`src/rtl/sonic_echo_if.sv`:
```
// Trig/echo bundle between the sonic measurement front end (master) and the
// HC-SR04 responder (slave).
interface sonic_echo_if;
    logic       trig;
    logic [8:0] distance_cm;
    logic       echo;
    logic       busy;
    logic       short_trig;
    logic [7:0] trig_count;

    modport master (
        output trig,
        output distance_cm,
        input  echo,
        input  busy,
        input  short_trig,
        input  trig_count
    );

    modport slave (
        input  trig,
        input  distance_cm,
        output echo,
        output busy,
        output short_trig,
        output trig_count
    );
endinterface

```
`src/rtl/sonic_echo_emulator.sv`:
```
// Cycle-accurate HC-SR04 stand-in: validates the trig pulse width, waits out the
// burst delay, then returns an echo pulse whose width encodes distance_cm.
module sonic_echo_emulator #(
    parameter int unsigned CLK_PER_US   = 100,
    parameter int unsigned TRIG_MIN_CYC = 1000,
    parameter int unsigned BURST_US     = 200,
    parameter int unsigned US_PER_CM    = 59,
    parameter int unsigned MIN_CM       = 2,
    parameter int unsigned MAX_CM       = 400,
    parameter int unsigned TIMEOUT_US   = 38000,
    parameter int unsigned HOLDOFF_US   = 10000
) (
    input logic         clk,
    input logic         rst,
    sonic_echo_if.slave echo_bus
);

    localparam int unsigned PscW = (CLK_PER_US > 1) ? $clog2(CLK_PER_US) : 1;

    localparam logic [2:0] StIdle    = 3'd0;
    localparam logic [2:0] StTrigHi  = 3'd1;
    localparam logic [2:0] StBurst   = 3'd2;
    localparam logic [2:0] StEcho    = 3'd3;
    localparam logic [2:0] StHoldoff = 3'd4;

    logic            trig_meta_q, trig_s_q, trig_d_q;
    logic [2:0]      state_q, state_d;
    logic [15:0]     width_q, width_d;
    logic [PscW-1:0] psc_q, psc_d;
    logic [15:0]     us_q, us_d;
    logic [15:0]     w_q, w_d;
    logic            echo_q, echo_d;
    logic            short_q, short_d;
    logic [7:0]      cnt_q, cnt_d;

    logic        rise, fall, us_tick;
    logic [15:0] w_calc;

    assign rise    = trig_s_q & ~trig_d_q;
    assign fall    = ~trig_s_q & trig_d_q;
    assign us_tick = (psc_q == PscW'(CLK_PER_US - 1));

    always_comb begin
        if (echo_bus.distance_cm < 9'(MIN_CM)) begin
            w_calc = 16'(MIN_CM * US_PER_CM);
        end else if (echo_bus.distance_cm > 9'(MAX_CM)) begin
            w_calc = 16'(TIMEOUT_US);
        end else begin
            w_calc = 16'(echo_bus.distance_cm) * 16'(US_PER_CM);
        end
    end

    always_comb begin
        state_d = state_q;
        width_d = width_q;
        w_d     = w_q;
        cnt_d   = cnt_q;
        short_d = 1'b0;

        if (us_tick) begin
            psc_d = '0;
            us_d  = us_q + 16'd1;
        end else begin
            psc_d = psc_q + PscW'(1);
            us_d  = us_q;
        end

        case (state_q)
            StIdle: begin
                // The rise cycle itself is the first high cycle, so N high cycles count N.
                if (rise) begin
                    state_d = StTrigHi;
                    width_d = 16'd1;
                end
            end
            StTrigHi: begin
                if (fall) begin
                    if (width_q >= 16'(TRIG_MIN_CYC)) begin
                        w_d     = w_calc;
                        cnt_d   = cnt_q + 8'd1;
                        state_d = StBurst;
                    end else begin
                        short_d = 1'b1;
                        state_d = StIdle;
                    end
                end else if (trig_s_q && (width_q != 16'hFFFF)) begin
                    width_d = width_q + 16'd1;
                end
            end
            StBurst: begin
                if (us_tick && (us_q == 16'(BURST_US - 1))) begin
                    state_d = StEcho;
                end
            end
            StEcho: begin
                if (us_tick && (us_q == w_q - 16'd1)) begin
                    state_d = StHoldoff;
                end
            end
            StHoldoff: begin
                if (us_tick && (us_q == 16'(HOLDOFF_US - 1))) begin
                    state_d = StIdle;
                end
            end
            default: state_d = StIdle;
        endcase

        // Timebase restarts on every state entry so each phase is exact.
        if (state_d != state_q) begin
            psc_d = '0;
            us_d  = '0;
        end

        echo_d = (state_d == StEcho);
    end

    always_ff @(posedge clk) begin
        if (rst) begin
            trig_meta_q <= 1'b0;
            trig_s_q    <= 1'b0;
            trig_d_q    <= 1'b0;
            state_q     <= StIdle;
            width_q     <= '0;
            psc_q       <= '0;
            us_q        <= '0;
            w_q         <= '0;
            echo_q      <= 1'b0;
            short_q     <= 1'b0;
            cnt_q       <= '0;
        end else begin
            trig_meta_q <= echo_bus.trig;
            trig_s_q    <= trig_meta_q;
            trig_d_q    <= trig_s_q;
            state_q     <= state_d;
            width_q     <= width_d;
            psc_q       <= psc_d;
            us_q        <= us_d;
            w_q         <= w_d;
            echo_q      <= echo_d;
            short_q     <= short_d;
            cnt_q       <= cnt_d;
        end
    end

    assign echo_bus.echo       = echo_q;
    assign echo_bus.busy       = (state_q != StIdle);
    assign echo_bus.short_trig = short_q;
    assign echo_bus.trig_count = cnt_q;

endmodule

```
`src/flat_wrapper.sv`:
```
// flat-port wrapper written by rule: the top's interface ports become plain ports
module sonic_echo_emulator_flat 
#(
    parameter int unsigned CLK_PER_US   = 100,
    parameter int unsigned TRIG_MIN_CYC = 1000,
    parameter int unsigned BURST_US     = 200,
    parameter int unsigned US_PER_CM    = 59,
    parameter int unsigned MIN_CM       = 2,
    parameter int unsigned MAX_CM       = 400,
    parameter int unsigned TIMEOUT_US   = 38000,
    parameter int unsigned HOLDOFF_US   = 10000
)
  (clk, rst, echo_bus_trig, echo_bus_distance_cm, echo_bus_echo, echo_bus_busy, echo_bus_short_trig, echo_bus_trig_count);
  sonic_echo_if echo_bus_i ();
  input logic clk;
  input logic rst;
  input wire logic [$bits(echo_bus_i.trig)-1:0] echo_bus_trig;
  input wire logic [$bits(echo_bus_i.distance_cm)-1:0] echo_bus_distance_cm;
  output wire logic [$bits(echo_bus_i.echo)-1:0] echo_bus_echo;
  output wire logic [$bits(echo_bus_i.busy)-1:0] echo_bus_busy;
  output wire logic [$bits(echo_bus_i.short_trig)-1:0] echo_bus_short_trig;
  output wire logic [$bits(echo_bus_i.trig_count)-1:0] echo_bus_trig_count;
  assign echo_bus_i.trig = echo_bus_trig;
  assign echo_bus_i.distance_cm = echo_bus_distance_cm;
  assign echo_bus_echo = echo_bus_i.echo;
  assign echo_bus_busy = echo_bus_i.busy;
  assign echo_bus_short_trig = echo_bus_i.short_trig;
  assign echo_bus_trig_count = echo_bus_i.trig_count;
  sonic_echo_emulator #(.CLK_PER_US(CLK_PER_US), .TRIG_MIN_CYC(TRIG_MIN_CYC), .BURST_US(BURST_US), .US_PER_CM(US_PER_CM), .MIN_CM(MIN_CM), .MAX_CM(MAX_CM), .TIMEOUT_US(TIMEOUT_US), .HOLDOFF_US(HOLDOFF_US)) u_core (.clk(clk), .rst(rst), .echo_bus(echo_bus_i));
endmodule
```
`config.mk`:
```
export PLATFORM = sky130hd
export DESIGN_NAME = sonic_echo_emulator_flat
export DESIGN_NICKNAME = d
export VERILOG_FILES = /design/src/rtl/sonic_echo_if.sv /design/src/rtl/sonic_echo_emulator.sv /design/src/flat_wrapper.sv
export SDC_FILE = /design/constraint.sdc
export NUM_CORES = 1
export LEC_CHECK = 0
export ABC_AREA = 1
export CORE_MARGIN = 2
export CORE_UTILIZATION = 65
export DETAILED_ROUTE_END_ITERATION = 8
export PLACE_DENSITY = 0.9
export REMOVE_ABC_BUFFERS = 1
export SYNTH_ARGS = -nofsm -noshare
export SYNTH_HDL_FRONTEND = slang
export SYNTH_SLANG_ARGS = --single-unit
export TNS_END_PERCENT = 50
```
`constraint.sdc`:
```
create_clock -name clk -period 7.3 [get_ports clk]
set_input_delay 2.19 -clock clk [delete_from_list [all_inputs] [get_ports clk]]
set_output_delay 2.19 -clock clk [all_outputs]
set_load 0.02 [all_outputs]
```
==> results.txt <==
----------------------------------------------------
[Outcome]
  Status ... completed

[Power and ir drop]
  IR Drop Worst-Case VDD ... 0.0001174 V
  Power Density ... 177.3 nW/µm²
  Static leakage power ... 2.460 nW

[Clock network]
  Cell at the root of the clock tree ... clkbuf_8
  Worst-path clk slew ... 0.09 ns
  Clk sinks ... 71
  CTS tree ... done
  Number of buffers created by CTS ... 9
  CTS Hold Bufs ... 0
  Post-cts resize count ... 0
  Setup Buffers After CTS ... 0
  CTS Buffer Depth ... 2
  Insertion delay of the later-clocked pin in the worst-skew pair ... 0.35 ns
  Number of levels the H-tree was split into ... 3

[Timing]
  RSZ-0062 raised after global routing ... false
  Aggregate negative setup slack ... 0 ns
  Final Hold Fails ... 0
  Number of setup violations in the final report ... 0
  Final setup margin ... 1.612 ns
  Highest achievable clock rate ... 0.1758 GHz
  Clock Skew ... 0.01302 ns
  Total count of max-transition violations in the final report ... 0
  Worst slew slack as a fraction of its limit ... 0.3159
  Fraction of the cycle the final worst path needs ... 0.7792
  Transition time at the pin with the least slew margin ... 1.023 ns
  Clock period minus final worst setup slack ... 5.688 ns

[Die]
  Die Y-Extent ... 93.58 µm
  Die area ... 8757 µm²
  Count of standard-cell rows ... 32
  Ports ... 23
  Initial standard-cell utilization of the core ... 0.6716
  Die outline width ... 93.58 µm
  Core Box Area ... 7767 µm²

[Logic synthesis]
  Post-synthesis sequential area ratio ... 0.2725
  Yosys warning count ... 0
  Number of flip-flops and latches in the synthesized netlist ... 71
  Top cells by area in the synthesized netlist ... dfxtp_1, ha_1, nand2_1, fa_1, inv_1
  Top FF cell, synth ... dfxtp_1
  Mapped Cells ... 701
  Fraction of registers with async set/reset ... 0
  Post-Syn Area per Cell ... 7.441 µm²
  Number of flops mapped to enable cells by yosys ... 0
  Leading area contributor after synthesis ... dfxtp_1
  Cell variety after synth ... 45
  Synth top area share ... 0.2725
  Syn Std Cell Area ... 5216 µm²

[Placement]
  Final HPWL DP ... 8721 µm
  Post-DP Area ... 5514 µm²
  Final RePlAce weighted congestion ... 0.8815
  Count of placed standard cells including taps ... 816
  Worst slack at placement ... 1.256 ns
  I/O Buffers ... 22

[Setup path]
  Crit path required time ... 7.50 ns
  Crit path launch type ... input pin
  Type of element capturing the critical path ... flop
  FF-to-FF End ... u_core.psc_q[6]
  Launch instance of the worst register-to-register path ... u_core.width_q[15]
  Crit path arrival time ... 5.89 ns
  Setup crit start ... echo_bus_distance_cm[2]
  Largest stage delay on the critical path ... 0.64 ns
  Worst path slowest cell ... clkdlybuf4s50_1
  Setup slack on the worst flop-to-flop path ... 4.49 ns
  Worst Reg2Reg Path Length in Cells ... 7
  CP Cell Sequence ... clkdlybuf4s50_1 > fa_1 > fa_1 > fa_1 > ha_1 > a21oi_1 > o21ai_0 > a21oi_1 > nor2_1 > nor2_1 > o21bai_1 > or2_2 > nand3_1 > a21oi_1
  Category of the most critical setup path ... input pin to flop
  Highest fanout seen on the critical path ... 6

[Final layout]
  Non-filler cells, final ... 832
  Final standard cell utilization of the core ... 0.7352
  ANT cells ... 0
  Most common cell after layout, fill and taps aside ... nand2_1
  Final std cell area, no fill ... 5710 µm²
  Leading cell types in the layout, fill and taps excluded ... nand2_1, inv_1, dfxtp_1
  Growth of design area from synthesis to finish ... 9.475%
  Fraction of final layout cells with drive strength greater than 1 ... 0.09041
  Total Nets Final ... 803
  Number of fillers in the final layout ... 598

[Routing]
  Routed wire per std cell ... 13.33 µm
  DRC violation total after the first TritonRoute iteration ... 277
  First drt pass iteration count ... 7
  Vias post-DR ... 4629
  Post-route ant nets ... 0
  DRC Markers ... 0
  Via-to-Cell Ratio ... 5.564
  Total wire length after detailed routing ... 11090 µm

[Min path]
  Hold-critical path depth ... 2
  Hold/Removal Path Class ... flop to flop
  Min-Delay Startpoint ... u_core.trig_meta_q
  Min-Delay Endpoint ... u_core.trig_s_q

[Global routing]
  Number of antenna violations at the first check in global routing ... 0
  Leftover overflow at the end of global routing ... 0
  First-pass GRT wire length ... 19690 µm
  Vias in the first global route ... 4621
  Largest net degree at the start of global routing ... 28
  Overall track demand over capacity in global routing ... 0.2769

[Job]
  Max-cap violations ... 0

----------------------------------------------------
==> through the flow <==
| step | hold WS [ns] | power (mW) |
|---|---|---|
| 4_1_cts | 0.4256 | 1.015 |
| 3_5_place_dp | 0.4131 | 0.6948 |
| 2_1_floorplan | 0.3883 | 0.6245 |
| 6_report | 0.4239 | 1.012 |
| 5_1_grt | 0.4383 | 1.080 |
| 3_3_place_gp | 0.4113 | 0.6827 |
==> Yosys cell counts (all sizes together) (2+ instances only) <==
library cell,count
dfxtp,71
ha,46
fa,20
nor4,6
nor2,79
nor3,32
nand4,8
or2,4
xor2,18
a22oi,2
clkbuf,5
o21bai,4
a221oi,2
nand2,135
a21oi,49
nand3b,6
o2111ai,2
inv,110
buf,4
a211oi,6
o21ai,28
nand3,45
a31oi,3
xnor2,11
==> worst max-delay path by stage <==
stage | depth (start not counted) | slack (ns) | end
after floorplan | 13 | 2.13 | u_core.w_q[11]
after global placement | 14 | 1.35 | u_core.w_q[11]
after detailed placement | 14 | 1.26 | u_core.w_q[11]
after CTS | 14 | 1.63 | u_core.w_q[11]
after global routing | 14 | 1.31 | u_core.w_q[11]
final | 14 | 1.61 | u_core.w_q[11]
==> state kept, by name, indices dropped and copies added, names as in the netlist <==
name	cells
u_core.trig_s_q	1
u_core.echo_bus.trig_count	8
u_core.state_q	3
u_core.trig_meta_q	1
u_core.echo_bus.echo	1
u_core.us_q	16
u_core.width_q	16
u_core.echo_bus.short_trig	1
u_core.psc_q	7
u_core.w_q	16
u_core.trig_d_q	1
==> worst max-delay path, delay by kind of cell <==
| family | cells | cell delay [ns] |
|---|---|---|
| AND/OR/NAND/NOR | 4 | 0.49 |
| buffers and inverters | 1 | 0.64 |
| AO/OA/AOI/OAI | 5 | 0.68 |
| adder cells (fa/ha/maj) | 4 | 1.88 |
==> metal layers <==
layer,up-vias,global-route usage,wire length (µm),part of all wire
li1,2333,-,-,-
met1,2144,0.3335,4708,0.42
met2,118,0.4994,5623,0.51
met3,34,0.02981,441,0.040
met4,0,0.1171,318,0.029
met5,-,0,0,0
==> cell type report <==
class	instances	area, µm²	area share
Tap cell	102	127.6	0.02235
Multi-Input combinational cell	511	3332	0.5835
Sequential cell	71	1421	0.2489
Timing Repair Buffer	22	220.2	0.03856
Clock inverter	6	68.82	0.01205
Inverter	110	412.9	0.07230
Clock buffer	10	127.6	0.02235
==> cells by family after synthesis <==
group / after synthesis / synth area share
AOI/OAI and AO/OA: 99 / 0.1091
xor gates and xnor gates: 29 / 0.05013
adders and majority gates: 66 / 0.1871
buffers and inverters: 119 / 0.08875
DFF: 71 / 0.2725
and+or+nand+nor: 317 / 0.2924
==> report_power, final <==
group          internal, mW  switching, mW
logic                 0.117          0.181
clock network         0.160          0.162
registers             0.390        0.00213
total                 0.667          0.345
(Power assumes the default switching activity.)
